[config.mk]
export PLATFORM = sky130hd
export DESIGN_NAME = button_debounce_reader
export DESIGN_NICKNAME = d
export VERILOG_FILES = /design/src/rtl/button_debounce_reader_pkg.sv /design/src/rtl/button_debounce_reader_tick_gen.sv /design/src/rtl/button_debounce_reader.sv
export SDC_FILE = /design/constraint.sdc
export NUM_CORES = 1
export LEC_CHECK = 0
export ABC_CLOCK_PERIOD_IN_PS = 5620
export CAP_MARGIN = 20
export CELL_PAD_IN_SITES_DETAIL_PLACEMENT = 0
export CELL_PAD_IN_SITES_GLOBAL_PLACEMENT = 1
export CORE_ASPECT_RATIO = 2
export CORE_MARGIN = 4
export CORE_UTILIZATION = 45
export DETAILED_ROUTE_END_ITERATION = 6
export GPL_TIMING_DRIVEN = 0
export PLACE_DENSITY_LB_ADDON = 0.05
export REMOVE_ABC_BUFFERS = 1
export SLEW_MARGIN = 20
export SYNTH_ARGS = -nofsm -noshare
export SYNTH_HDL_FRONTEND = slang
export SYNTH_SLANG_ARGS = --single-unit
[constraint.sdc]
create_clock -name clk -period 5.62 [get_ports clk]
set_input_delay 0.562 -clock clk [delete_from_list [all_inputs] [get_ports clk]]
set_output_delay 0.562 -clock clk [all_outputs]
set_load 0.02 [all_outputs]
[src/rtl/button_debounce_reader_pkg.sv]
// Shared definitions for the pushbutton reader and related board UI logic.
//   btn_state_t      : debounce FSM states (IDLE, PRESS_WAIT, PRESSED, RELEASE_WAIT)
//   CLK_HZ, TICK_HZ  : default board clock and sample-tick rates
//   DEFAULT_TICK_DIV : clk cycles per sample tick at the default rates
package button_debounce_reader_pkg;

    typedef enum logic [1:0] {
        IDLE         = 2'd0,
        PRESS_WAIT   = 2'd1,
        PRESSED      = 2'd2,
        RELEASE_WAIT = 2'd3
    } btn_state_t;

    localparam int unsigned CLK_HZ           = 12_000_000;
    localparam int unsigned TICK_HZ          = 1_000;
    localparam int unsigned DEFAULT_TICK_DIV = CLK_HZ / TICK_HZ;

endpackage

[src/rtl/button_debounce_reader_tick_gen.sv]
// tick_gen: free-running divider producing a one-clk tick every DIV cycles.
//   clk  in  system clock
//   rst  in  asynchronous, active-high reset
//   tick out registered one-clk pulse when the counter wraps to 0;
//            first pulse DIV cycles after reset release
module tick_gen
    import button_debounce_reader_pkg::*;
#(
    parameter int unsigned DIV = DEFAULT_TICK_DIV
) (
    input  logic clk,
    input  logic rst,
    output logic tick
);

    localparam int unsigned W = (DIV > 1) ? $clog2(DIV) : 1;
    localparam logic [W-1:0] LAST = W'(DIV - 1);

    logic [W-1:0] cnt;

    always_ff @(posedge clk or posedge rst) begin
        if (rst) begin
            cnt  <= '0;
            tick <= 1'b0;
        end else begin
            if (cnt == LAST) begin
                cnt  <= '0;
                tick <= 1'b1;
            end else begin
                cnt  <= cnt + 1'b1;
                tick <= 1'b0;
            end
        end
    end

endmodule

[src/rtl/button_debounce_reader.sv]
// button_debounce_reader: synchronises and debounces one raw pushbutton pin on a
// slow sample tick and produces clean press / release / long-press pulses plus an
// 8-bit press counter.
//   clk           in   system clock
//   rst           in   asynchronous, active-high reset
//   btn_in        in   raw pushbutton pin, asynchronous to clk
//   btn_level     out  debounced level, 1 = pressed
//   press_pulse   out  one-clk pulse on an accepted press
//   release_pulse out  one-clk pulse on an accepted release
//   long_pulse    out  one-clk pulse after LONG_TICKS held ticks, once per press
//   press_count   out  accepted presses, modulo 256
module button_debounce_reader
    import button_debounce_reader_pkg::*;
#(
    parameter int unsigned TICK_DIV       = DEFAULT_TICK_DIV,
    parameter int unsigned DEBOUNCE_TICKS = 20,
    parameter int unsigned LONG_TICKS     = 1000,
    parameter bit          ACTIVE_LOW     = 1'b1
) (
    input  logic       clk,
    input  logic       rst,
    input  logic       btn_in,
    output logic       btn_level,
    output logic       press_pulse,
    output logic       release_pulse,
    output logic       long_pulse,
    output logic [7:0] press_count
);

    localparam int unsigned DEB_W  = $clog2(DEBOUNCE_TICKS + 1);
    localparam int unsigned HOLD_W = $clog2(LONG_TICKS + 1);
    localparam logic [DEB_W-1:0]  DEB_MAX   = DEB_W'(DEBOUNCE_TICKS);
    localparam logic [HOLD_W-1:0] HOLD_MAX  = HOLD_W'(LONG_TICKS);
    localparam logic [HOLD_W-1:0] HOLD_LAST = HOLD_W'(LONG_TICKS - 1);

    logic tick;
    logic pin_p;
    logic sync_1;
    logic sync_p;

    btn_state_t        state;
    logic [DEB_W-1:0]  deb;
    logic [DEB_W-1:0]  deb_inc;
    logic [HOLD_W-1:0] hold;

    tick_gen #(.DIV(TICK_DIV)) u_tick_gen (
        .clk  (clk),
        .rst  (rst),
        .tick (tick)
    );

    // Polarity is applied before the synchroniser so both flops reset to "released".
    assign pin_p = btn_in ^ ACTIVE_LOW;

    always_ff @(posedge clk or posedge rst) begin
        if (rst) begin
            sync_1 <= 1'b0;
            sync_p <= 1'b0;
        end else begin
            sync_1 <= pin_p;
            sync_p <= sync_1;
        end
    end

    // Entering a wait state counts the current tick as the first one, so the
    // acceptance test is shared between the stable and the waiting states.
    always_comb begin
        deb_inc = deb + 1'b1;
        if (state == IDLE || state == PRESSED) begin
            deb_inc = DEB_W'(1);
        end
    end

    always_ff @(posedge clk or posedge rst) begin
        if (rst) begin
            state         <= IDLE;
            deb           <= '0;
            hold          <= '0;
            btn_level     <= 1'b0;
            press_pulse   <= 1'b0;
            release_pulse <= 1'b0;
            long_pulse    <= 1'b0;
            press_count   <= '0;
        end else begin
            press_pulse   <= 1'b0;
            release_pulse <= 1'b0;
            long_pulse    <= 1'b0;
            if (tick) begin
                case (state)
                    IDLE, PRESS_WAIT: begin
                        if (!sync_p) begin
                            state <= IDLE;
                            deb   <= '0;
                        end else if (deb_inc == DEB_MAX) begin
                            state       <= PRESSED;
                            deb         <= '0;
                            hold        <= '0;
                            btn_level   <= 1'b1;
                            press_pulse <= 1'b1;
                            press_count <= press_count + 8'd1;
                        end else begin
                            state <= PRESS_WAIT;
                            deb   <= deb_inc;
                        end
                    end
                    PRESSED, RELEASE_WAIT: begin
                        if (sync_p) begin
                            if (state == RELEASE_WAIT) begin
                                // Bounce back: hold is kept so long_pulse cannot repeat.
                                state <= PRESSED;
                                deb   <= '0;
                            end else if (hold != HOLD_MAX) begin
                                hold <= hold + 1'b1;
                                if (hold == HOLD_LAST) begin
                                    long_pulse <= 1'b1;
                                end
                            end
                        end else if (deb_inc == DEB_MAX) begin
                            state         <= IDLE;
                            deb           <= '0;
                            btn_level     <= 1'b0;
                            release_pulse <= 1'b1;
                        end else begin
                            state <= RELEASE_WAIT;
                            deb   <= deb_inc;
                        end
                    end
                endcase
            end
        end
    end

endmodule

-- After elaboration in Yosys (flattened, before gate mapping)
Cells that the tools add are included.
- flip-flop bits (word level): 46
- input port bits: 3
- output and inout port bits: 12
- logic and storage cells: 78
- $add $sub $neg: 4
- equality and inequality tests: 15
- multiplexer cells: 38
- bitwise logic cells: 1
- reductions and logical operators: 8
- operators with widths (operator ; count):
    10-bit 2-to-1 mux ; 5
    5-bit 2-to-1 mux ; 5
    10-bit case mux with 2 select lines ; 1
    1-bit 2-to-1 mux ; 18
    14-bit by 1-bit adder with 14-bit output, second input constant ; 1
    14-bit equality test, second input constant ; 1
    14-bit 2-to-1 mux ; 1
    2-bit != test, second input constant ; 7
    10-bit by 1-bit adder with 10-bit output, second input constant ; 1
    10-bit equality test, second input constant ; 1
    2-bit 2-to-1 mux ; 5
    10-bit != test, second input constant ; 1
    5-bit case mux with 2 select lines ; 1
    8-bit by 1-bit adder with 8-bit output, second input constant ; 1
    6-bit AND reduction ; 1
    5-bit by 1-bit adder with 5-bit output, second input constant ; 1
    5-bit equality test, second input constant ; 1
    5-bit AND reduction ; 1
    2-bit equality test, second input constant ; 2
    2-bit case mux with 2 select lines ; 1
    4-bit AND reduction ; 1
    2-bit OR reduction ; 2
    3-bit != test, second input constant ; 1
    2-bit by 1-bit equality test with 1-bit output, second input constant ; 1
    other kinds (5) ; 5

-- Logic depth before layout (Yosys ltp)
Gate-level depths: netlist of the first run.
- depth after elaboration: 8
- depth in mapped cells: 8
- depth with buffers taken out: 7

-- Hierarchy
Synthesis of the first run repeated with hierarchy kept, for this count alone.
- cell total of the unflattened synthesis: 234
- area, all modules: 2363.5 µm²
- modules (own cells, without submodules) (module ; instances ; cells each ; area an instance (µm²) ; sequential area each (µm²)):
    button_debounce_reader ; 1 ; 162 ; 1624.1 ; 775.7
    tick_gen ; 1 ; 72 ; 739.5 ; 375.4

-- Worst setup path after synthesis of the first run
Ideal clock, no wire load.
- path type: reg2reg
- start: register deb[0]
- end: register press_count[1]
- library setup time: 0.128 ns
- arrival: 1.829 ns
- required time: 5.492 ns
- path slack: 3.664 ns
- stages on the path, launching flop included: 7
- buffers on the path: 0
- period minus slack after synthesis: 1.956 ns
- cells stage by stage: dfrtp_1 ha_1 xnor2_1 nor3_4 nand2_2 nor4_4 mux2_1
- cells in the longest elaborated chain, start to end: 4
- RTL lines (what ; line ; RTL):
    start: declaration ; button_debounce_reader.sv:42 ; logic [DEB_W-1:0] deb;
    start signal: assignment ; button_debounce_reader.sv:103 ; deb <= deb_inc;
    start signal: assignment ; button_debounce_reader.sv:125 ; deb <= deb_inc;
    5-bit by 1-bit adder with 5-bit output ; button_debounce_reader.sv:68 ; deb_inc = deb + 1'b1;
    5-bit 2-to-1 mux ; button_debounce_reader.sv:69 ; if (state == IDLE || state == PRESSED) begin
    5-bit equality test ; button_debounce_reader.sv:94 ; end else if (deb_inc == DEB_MAX) begin
    4-bit AND reduction (no source line) ; -- ;
    end signal: assignment ; button_debounce_reader.sv:100 ; press_count <= press_count + 8'd1;
    end: declaration ; button_debounce_reader.sv:27 ; output logic [7:0] press_count
No other way between the ends.
A chain may end at the register's enable or synchronous reset.

-- Worst setup path in the final report of the first run
Same ends and word-level chain as after synthesis.

==> flow_summary.rst, run 1 <==
.. list-table::
   :header-rows: 1

   * - Metric
     - Value
   * - Run status
     - finished clean
   * - Leakage power
     - 1.13 nW
   * - Post-route setup slack
     - 3.13 ns
   * - Leading register cell type out of synthesis
     - sky130_fd_sc_hd__dfrtp_1
   * - Filler-free cell count of the finished design
     - 302
   * - Worst setup EP type
     - flip-flop
   * - Die area
     - 6320 sq um
   * - Fraction of the mapped netlist area in compound gates
     - 8.54%
   * - Routed wl met3
     - 111 um
   * - Drt first-iter violations
     - 59
   * - Sequential area share after synthesis
     - 50.7%
   * - Final Hold Fails
     - 0
   * - H-tree Lvls
     - 2
   * - Synthesized instance count
     - 229
   * - Largest family of logic cells by synthesized area
     - simple AND/OR/NAND/NOR gates
   * - Fin crit share
     - 44.3%
   * - Share of synthesized cell area in and, or, nand and nor gates
     - 24.1%
   * - Worst hold path class
     - flip-flop to flip-flop
   * - Share of synthesized cell area in full adder, half adder and majority cells
     - 2.75%
   * - Max-slew violation total from the final report
     - 0
   * - Yosys reg bits
     - 46
   * - Number of nets with antenna violations after detailed routing
     - 0
   * - Via count of the first global-routing pass
     - 1727
   * - Unrepaired setup endpoints after global routing
     - no
   * - Final Skew
     - 0.0112 ns
   * - Port Buffers
     - 14
   * - Setup repair bufs after CTS
     - 0
   * - Netlist Area Pre-Place
     - 2270 sq um
   * - Highest achievable clock rate
     - 402 MHz
   * - Worst path arrival time
     - 2.67 ns
   * - Shortest period the worst path allows
     - 2.49 ns
   * - Worst Min Path Start
     - sync_1$_DFF_PP0_
   * - All-Layer GR Usage
     - 16.3%
   * - Placed wire-length estimate after detailed placement
     - 3.40 mm
   * - Hold_ws
     - 0.352 ns
   * - Share of cell area taken by muxes after synthesis
     - 1.82%
   * - Pin slew with the least headroom to its limit
     - 0.806 ns
   * - Number of hold buffers added after cts
     - 0
   * - Post-route standard cell area excluding fillers
     - 2570 sq um
   * - Starting density of the core
     - 46.7%
   * - Post-detailed-route DRC marker count
     - 0
   * - Uppermost routed layer
     - met4
   * - Number of enable-type register cells in the synthesized netlist
     - 0
   * - Final WL
     - 4.58 mm
   * - Detail-routed via count per cell
     - 5.65
   * - First-pass GRT wire length
     - 7.92 mm
   * - Ys Warns
     - 0
   * - Number of antenna violations at the first check in global routing
     - 0
   * - Length of the first detailed-routing pass in iterations
     - 5
   * - Share of cells above drive strength 1
     - 7.35%
   * - Height of the die
     - 108 um
   * - Antenna diode count
     - 0
   * - Number of violations of the max-capacitance limit
     - 0
   * - Cell count after placement
     - 294
   * - Data required time of the critical path
     - 5.80 ns
   * - Xor and xnor fraction of the mapped netlist area
     - 8.82%
   * - Site row count
     - 36
   * - Worst reg2reg setup slack
     - 3.13 ns
   * - Core area
     - 4860 sq um
   * - End-of-flow core utilization
     - 52.9%
   * - Die Span X
     - 58.2 um
   * - Root buffer cell
     - sky130_fd_sc_hd__clkbuf_8
   * - Avg WL per Cell
     - 15.2 um
   * - Net count, final
     - 252
   * - Placer Congestion
     - 0.814
   * - Clock insertion delay at the later pin of the skew report
     - 0.30 ns
   * - Largest fanout on the critical path
     - 13
   * - FF/Latch Area
     - 1150 sq um
   * - Inserted Clock Buffers
     - 5
   * - Maximum buffer depth of the clock tree
     - 2
   * - Largest net degree at the start of global routing
     - 25
   * - Final global-route overflow total
     - 0
   * - Average footprint of a synthesized cell
     - 9.92 sq um
   * - Via count
     - 1705
   * - Critical R2R Capture
     - press_count[1]$_DFFE_PP0P_
   * - Share of async-settable or async-resettable flops after synthesis
     - 100%
   * - Capture endpoint of the worst hold path
     - sync_p$_DFF_PP0_
   * - Worst IR Drop VDD
     - 0.132 mV
   * - Worst setup path class
     - flip-flop to flip-flop
   * - Worst hold path depth
     - 0
   * - Area of the multi-input gates
     - 1050 sq um
   * - Boundary Pins
     - 15
   * - Dpl ws
     - 3.11 ns
   * - Worst slew margin relative to its limit
     - 45.8%
   * - Final setup vio count
     - 0
   * - Startpoint type of the worst setup path
     - flip-flop
   * - Cell area after placement
     - 2480 sq um
   * - Sinks on the clock net
     - 46
   * - Clock-pin slew reported for the worst setup and hold paths after clock tree synthesis
     - 0.08 ns
   * - Resized Gates After CTS
     - 0
   * - Routed wl met2
     - 2.65 mm
   * - Fill cell total of the finished layout
     - 435
   * - Unique masters post-synth
     - 41
   * - Total Negative Setup Slacks
     - 0 ns
   * - Overall power after layout
     - 0.551 mW
   * - Met1 Wirelength
     - 1.72 mm
   * - FF-to-FF path depth
     - 6
   * - Cell Pwr Density
     - 214 nW/um^2
   * - Area overhead of the layout relative to synthesis
     - 13.3%
   * - Reg-to-reg critical path startpoint
     - deb[0]$_DFFE_PP0P_
   * - TritonCTS clock tree
     - done
## power by group
part	internal, mW	switching [mW]
registers	0.331	0.000858
logic	0.00351	0.00708
clock network	0.0994	0.109
## synthesized netlist by cell type, types with 3 or more instances
cell	n	area, sq um
sky130_fd_sc_hd__a31oi_1	8	50.1
sky130_fd_sc_hd__and3_1	5	31.3
sky130_fd_sc_hd__buf_2	3	15.0
sky130_fd_sc_hd__clkbuf_1	4	15.0
sky130_fd_sc_hd__dfrtp_1	46	1150
sky130_fd_sc_hd__ha_1	5	62.6
sky130_fd_sc_hd__inv_1	9	33.8
sky130_fd_sc_hd__mux2i_1	3	30.0
sky130_fd_sc_hd__nand2_1	31	116
sky130_fd_sc_hd__nand3_1	12	60.1
sky130_fd_sc_hd__nand4_1	6	37.5
sky130_fd_sc_hd__nor2_1	19	71.3
sky130_fd_sc_hd__nor3_1	7	35.0
sky130_fd_sc_hd__nor4_1	5	31.3
sky130_fd_sc_hd__o211ai_1	4	30.0
sky130_fd_sc_hd__o21ai_0	4	20.0
sky130_fd_sc_hd__o21ai_1	7	35.0
sky130_fd_sc_hd__xnor2_1	4	35.0
sky130_fd_sc_hd__xor2_1	17	149
## worst max path at each step
| stage | end | cells after the start | slack (ns) | start |
|---|---|---|---|---|
| 6_report | press_count[1]$_DFFE_PP0P_ | 6 | 3.13 | deb[0]$_DFFE_PP0P_ |
| 5_1_grt | press_count[1]$_DFFE_PP0P_ | 6 | 2.94 | deb[0]$_DFFE_PP0P_ |
| 4_1_cts | press_count[1]$_DFFE_PP0P_ | 6 | 3.08 | deb[0]$_DFFE_PP0P_ |
| 3_5_place_dp | press_count[1]$_DFFE_PP0P_ | 6 | 3.11 | deb[0]$_DFFE_PP0P_ |
| 3_3_place_gp | press_count[1]$_DFFE_PP0P_ | 6 | 3.15 | deb[0]$_DFFE_PP0P_ |
| 2_1_floorplan | press_count[1]$_DFFE_PP0P_ | 6 | 3.48 | deb[0]$_DFFE_PP0P_ |
## state kept, by name, summed over array words and instances (netlist names)
| register | flops |
|---|---|
| u_tick_gen.cnt | 14 |
| release_pulse | 1 |
| state | 2 |
| u_tick_gen.tick | 1 |
| long_pulse | 1 |
| press_pulse | 1 |
| sync_1 | 1 |
| sync_p | 1 |
| press_count | 8 |
| deb | 5 |
| btn_level | 1 |
| hold | 10 |
## per-layer routing
layer  vias to the layer above  GRT usage [%]
met4                         0           7.63
met3                         7           2.99
met5                         -              0
met2                        27           30.3
li1                        827              -
met1                       844           17.2
## cells in the final DEF (no fill, tap or decap), drive strengths merged, types with 3 or more instances in the layout
cell type / count
o21ai: 11
nand3: 13
clkdlybuf4s50: 14
nor3: 8
dfrtp: 46
and3: 5
inv: 9
xor2: 18
o211ai: 4
a31oi: 8
nor2: 19
xnor2: 4
nor4: 6
clkbuf: 7
nand2: 32
nand4: 6
mux2i: 3
ha: 5
## kinds of logic after synthesis
family	Yosys count
AOI/OAI and AO/OA	31
and+or+nand+nor	104
adders and majority gates	5
DFF	46
xor gates and xnor gates	22
buffers and inverters	17
muxes	4
## critical path: stages (launching register included)
cell and delay, ns:
sky130_fd_sc_hd__dfrtp_1 0.42, sky130_fd_sc_hd__ha_1 0.28, sky130_fd_sc_hd__xnor2_1 0.18, sky130_fd_sc_hd__nor3_4 0.23, sky130_fd_sc_hd__nand2_2 0.13, sky130_fd_sc_hd__nor4_4 0.74, sky130_fd_sc_hd__mux2_1 0.39
## cell type report
class / count / share of cell area, %
timing repair buffer: 16 / 6.81
clock buffer: 7 / 3.35
tap: 57 / 2.77
sequential: 46 / 44.7
inverter: 9 / 1.31
clock inverter: 1 / 0.194
multi-input combinational: 166 / 40.8
Power figures use the tool's default switching activity.
==> inputs of run 2 (changes only) <==
Settings changed: ABC_CLOCK_PERIOD_IN_PS 5620 to 2530.
Clock period 5.62 ns to 2.53 ns, I/O delays scaled along.
==> run 2 against run 1 <==
Effect of this change: worst hold slack lost 0.049 ns; worst setup slack lost 2.9 ns; via count grew 0.70%; power grew 120%; clock power grew 120%; die area is the same; combinational power grew 120%; utilization grew 0.57 points; final area grew 1.1%; sequential share of layout area shrank 0.47 points.
==> flow_summary.rst, run 2 (synthesized netlist as in run 1, its figures left out) <==
.. list-table::
   :header-rows: 1

   * - Metric
     - Value
   * - Leakage power
     - 1.15 nW (+1.2%)
   * - Resized Gates After CTS
     - 0 (unchanged)
   * - Port Buffers
     - 14 (unchanged)
   * - Net count, final
     - 254 (+0.79%)
   * - Worst setup path class
     - flip-flop to flip-flop
   * - Final Hold Fails
     - 0 (unchanged)
   * - Run status
     - finished clean
   * - Cell count after placement
     - 294 (unchanged)
   * - Area overhead of the layout relative to synthesis
     - 14.5%
   * - Highest achievable clock rate
     - 433 MHz (+7.8%)
   * - End-of-flow core utilization
     - 53.5% (+0.57 points)
   * - Largest fanout on the critical path
     - 18 (+5)
   * - Sinks on the clock net
     - 46 (unchanged)
   * - Area of the multi-input gates
     - 1050 sq um (unchanged)
   * - Critical R2R Capture
     - hold[7]$_DFFE_PP0P_
   * - Clock-pin slew reported for the worst setup and hold paths after clock tree synthesis
     - 0.09 ns (about the same)
   * - Site row count
     - 36 (unchanged)
   * - Total Negative Setup Slacks
     - 0 ns (unchanged)
   * - Fill cell total of the finished layout
     - 432 (-0.69%)
   * - FF/Latch Area
     - 1150 sq um (unchanged)
   * - FF-to-FF path depth
     - 4 (-2)
   * - Length of the first detailed-routing pass in iterations
     - 6 (+1)
   * - Via count of the first global-routing pass
     - 1727 (unchanged)
   * - Worst IR Drop VDD
     - 0.293 mV (+120%)
   * - Number of violations of the max-capacitance limit
     - 0 (unchanged)
   * - Share of cells above drive strength 1
     - 8.10% (+0.75 points)
   * - Number of nets with antenna violations after detailed routing
     - 0 (unchanged)
   * - Reg-to-reg critical path startpoint
     - state[1]$_DFFE_PP0P_
   * - Worst setup EP type
     - flip-flop
   * - Shortest period the worst path allows
     - 2.31 ns (-0.181 ns)
   * - Reg with most FFs
     - u_tick_gen.cnt
   * - Worst path arrival time
     - 2.53 ns (-0.14 ns)
   * - Placed wire-length estimate after detailed placement
     - 3.40 mm (unchanged)
   * - Starting density of the core
     - 46.7% (unchanged)
   * - Post-detailed-route DRC marker count
     - 0 (unchanged)
   * - Biggest registers after layout
     - u_tick_gen.cnt (14), hold (10), press_count (8)
   * - Commonest non-fill, non-tap cell in the layout
     - sky130_fd_sc_hd__dfrtp_1
   * - All-Layer GR Usage
     - 16.3% (unchanged)
   * - Final global-route overflow total
     - 0 (unchanged)
   * - Worst hold path class
     - input port to async pin
   * - Root buffer cell
     - sky130_fd_sc_hd__clkbuf_8
   * - Final WL
     - 4.58 mm (about the same)
   * - Antenna diode count
     - 0 (unchanged)
   * - Inserted Clock Buffers
     - 5 (unchanged)
   * - Worst slew margin relative to its limit
     - 55.3% (+9.5 points)
   * - Cell Pwr Density
     - 470 nW/um^2 (+120%)
   * - Via count
     - 1717 (+0.70%)
   * - Drt first-iter violations
     - 63 (+6.8%)
   * - Placer Congestion
     - 0.814 (unchanged)
   * - Number of flip-flops under the largest register name
     - 14 (unchanged)
   * - Data required time of the critical path
     - 2.75 ns (-3.05 ns)
   * - Largest net degree at the start of global routing
     - 25 (unchanged)
   * - Die Span X
     - 58.2 um (unchanged)
   * - Clock insertion delay at the later pin of the skew report
     - 0.30 ns (about the same)
   * - Final Skew
     - 0.0100 ns (-0.00121 ns)
   * - TritonCTS clock tree
     - done
   * - Maximum buffer depth of the clock tree
     - 2 (unchanged)
   * - First-pass GRT wire length
     - 7.92 mm (unchanged)
   * - Boundary Pins
     - 15 (unchanged)
   * - Pin slew with the least headroom to its limit
     - 0.670 ns (-0.136 ns)
   * - Final setup vio count
     - 0 (unchanged)
   * - Startpoint type of the worst setup path
     - flip-flop
   * - Height of the die
     - 108 um (unchanged)
   * - Worst reg2reg setup slack
     - 0.22 ns (-2.91 ns)
   * - Detail-routed via count per cell
     - 5.65 (about the same)
   * - Max-slew violation total from the final report
     - 0 (unchanged)
   * - Avg WL per Cell
     - 15.1 um (-0.72%)
   * - Most frequent cells in the layout
     - sky130_fd_sc_hd__dfrtp_1, sky130_fd_sc_hd__nand2_1, sky130_fd_sc_hd__nor2_1, sky130_fd_sc_hd__xor2_1, sky130_fd_sc_hd__clkdlybuf4s50_1
   * - Unrepaired setup endpoints after global routing
     - no
   * - Fin crit share
     - 91.2% (+47 points)
   * - Filler-free cell count of the finished design
     - 304 (+0.66%)
   * - Number of antenna violations at the first check in global routing
     - 0 (unchanged)
   * - H-tree Lvls
     - 2 (unchanged)
   * - Core area
     - 4860 sq um (unchanged)
   * - Die area
     - 6320 sq um (unchanged)
run 2: repair_timing:
action / CTS / global route
endpoints found under the setup margin: 1 / 1
hold buffers: 0 / 0
pin swaps: 1 / 1
setup buffers: 0 / 2
run 2: cell type report:
class	instances	area share, %
multi-input cells	166	40.4
well taps	57	2.74
clock inverters	1	0.192
inverters	9	1.30
repair buffers	18	7.79
clock buffers	7	3.32
flip-flops and latches	46	44.3
run 2: critical path, cell delays in order (launching register included):
cell and delay [ns]:
sky130_fd_sc_hd__dfrtp_1 0.78, sky130_fd_sc_hd__nand4b_1 0.40, sky130_fd_sc_hd__a31o_2 0.45, sky130_fd_sc_hd__or4_1 0.51
sky130_fd_sc_hd__o211ai_1 0.10
run 2: metrics by stage:
| step | power (mW) | worst slack, ns | instance area [sq um] | hold slack [ns] |
|---|---|---|---|---|
| 2_1_floorplan | 0.764 | 0.387 | 2230 | 0.312 |
| 3_3_place_gp | 0.771 | 0.0571 | 2440 | 0.334 |
| 3_5_place_dp | 0.778 | 0.0156 | 2480 | 0.336 |
| 4_1_cts | 1.24 | 0.0357 | 2570 | 0.316 |
| 5_1_grt | 1.28 | 0.123 | 2600 | 0.354 |
| 6_report | 1.22 | 0.222 | 2600 | 0.303 |
run 2: worst max path at each step:
stage,depth (start not counted),to,startpoint
floorplan,6,press_count[1]$_DFFE_PP0P_,deb[0]$_DFFE_PP0P_
global placement,6,press_count[1]$_DFFE_PP0P_,deb[0]$_DFFE_PP0P_
detailed placement,6,press_count[1]$_DFFE_PP0P_,deb[0]$_DFFE_PP0P_
CTS,6,press_count[1]$_DFFE_PP0P_,deb[0]$_DFFE_PP0P_
global route,4,hold[7]$_DFFE_PP0P_,state[1]$_DFFE_PP0P_
finish,4,hold[7]$_DFFE_PP0P_,state[1]$_DFFE_PP0P_
run 2: per-layer routing:
layer | GRT usage [%] | vias up | part of all wire [%] | wire (um)
met4 | 7.63 | 0 | 2.1 | 97
li1 | - | 830 | - | -
met5 | 0 | - | 0 | 0
met1 | 17.2 | 852 | 38 | 1730
met3 | 2.99 | 7 | 2.5 | 115
met2 | 30.3 | 28 | 58 | 2640
run 2: power by group:
part | switching, mW | leakage [nW] | total (mW) | internal (mW)
Sequential | 0.00197 | 0.624 | 0.738 | 0.736
Combinational | 0.0158 | 0.476 | 0.0236 | 0.00780
Clock | 0.241 | 0.0482 | 0.462 | 0.221
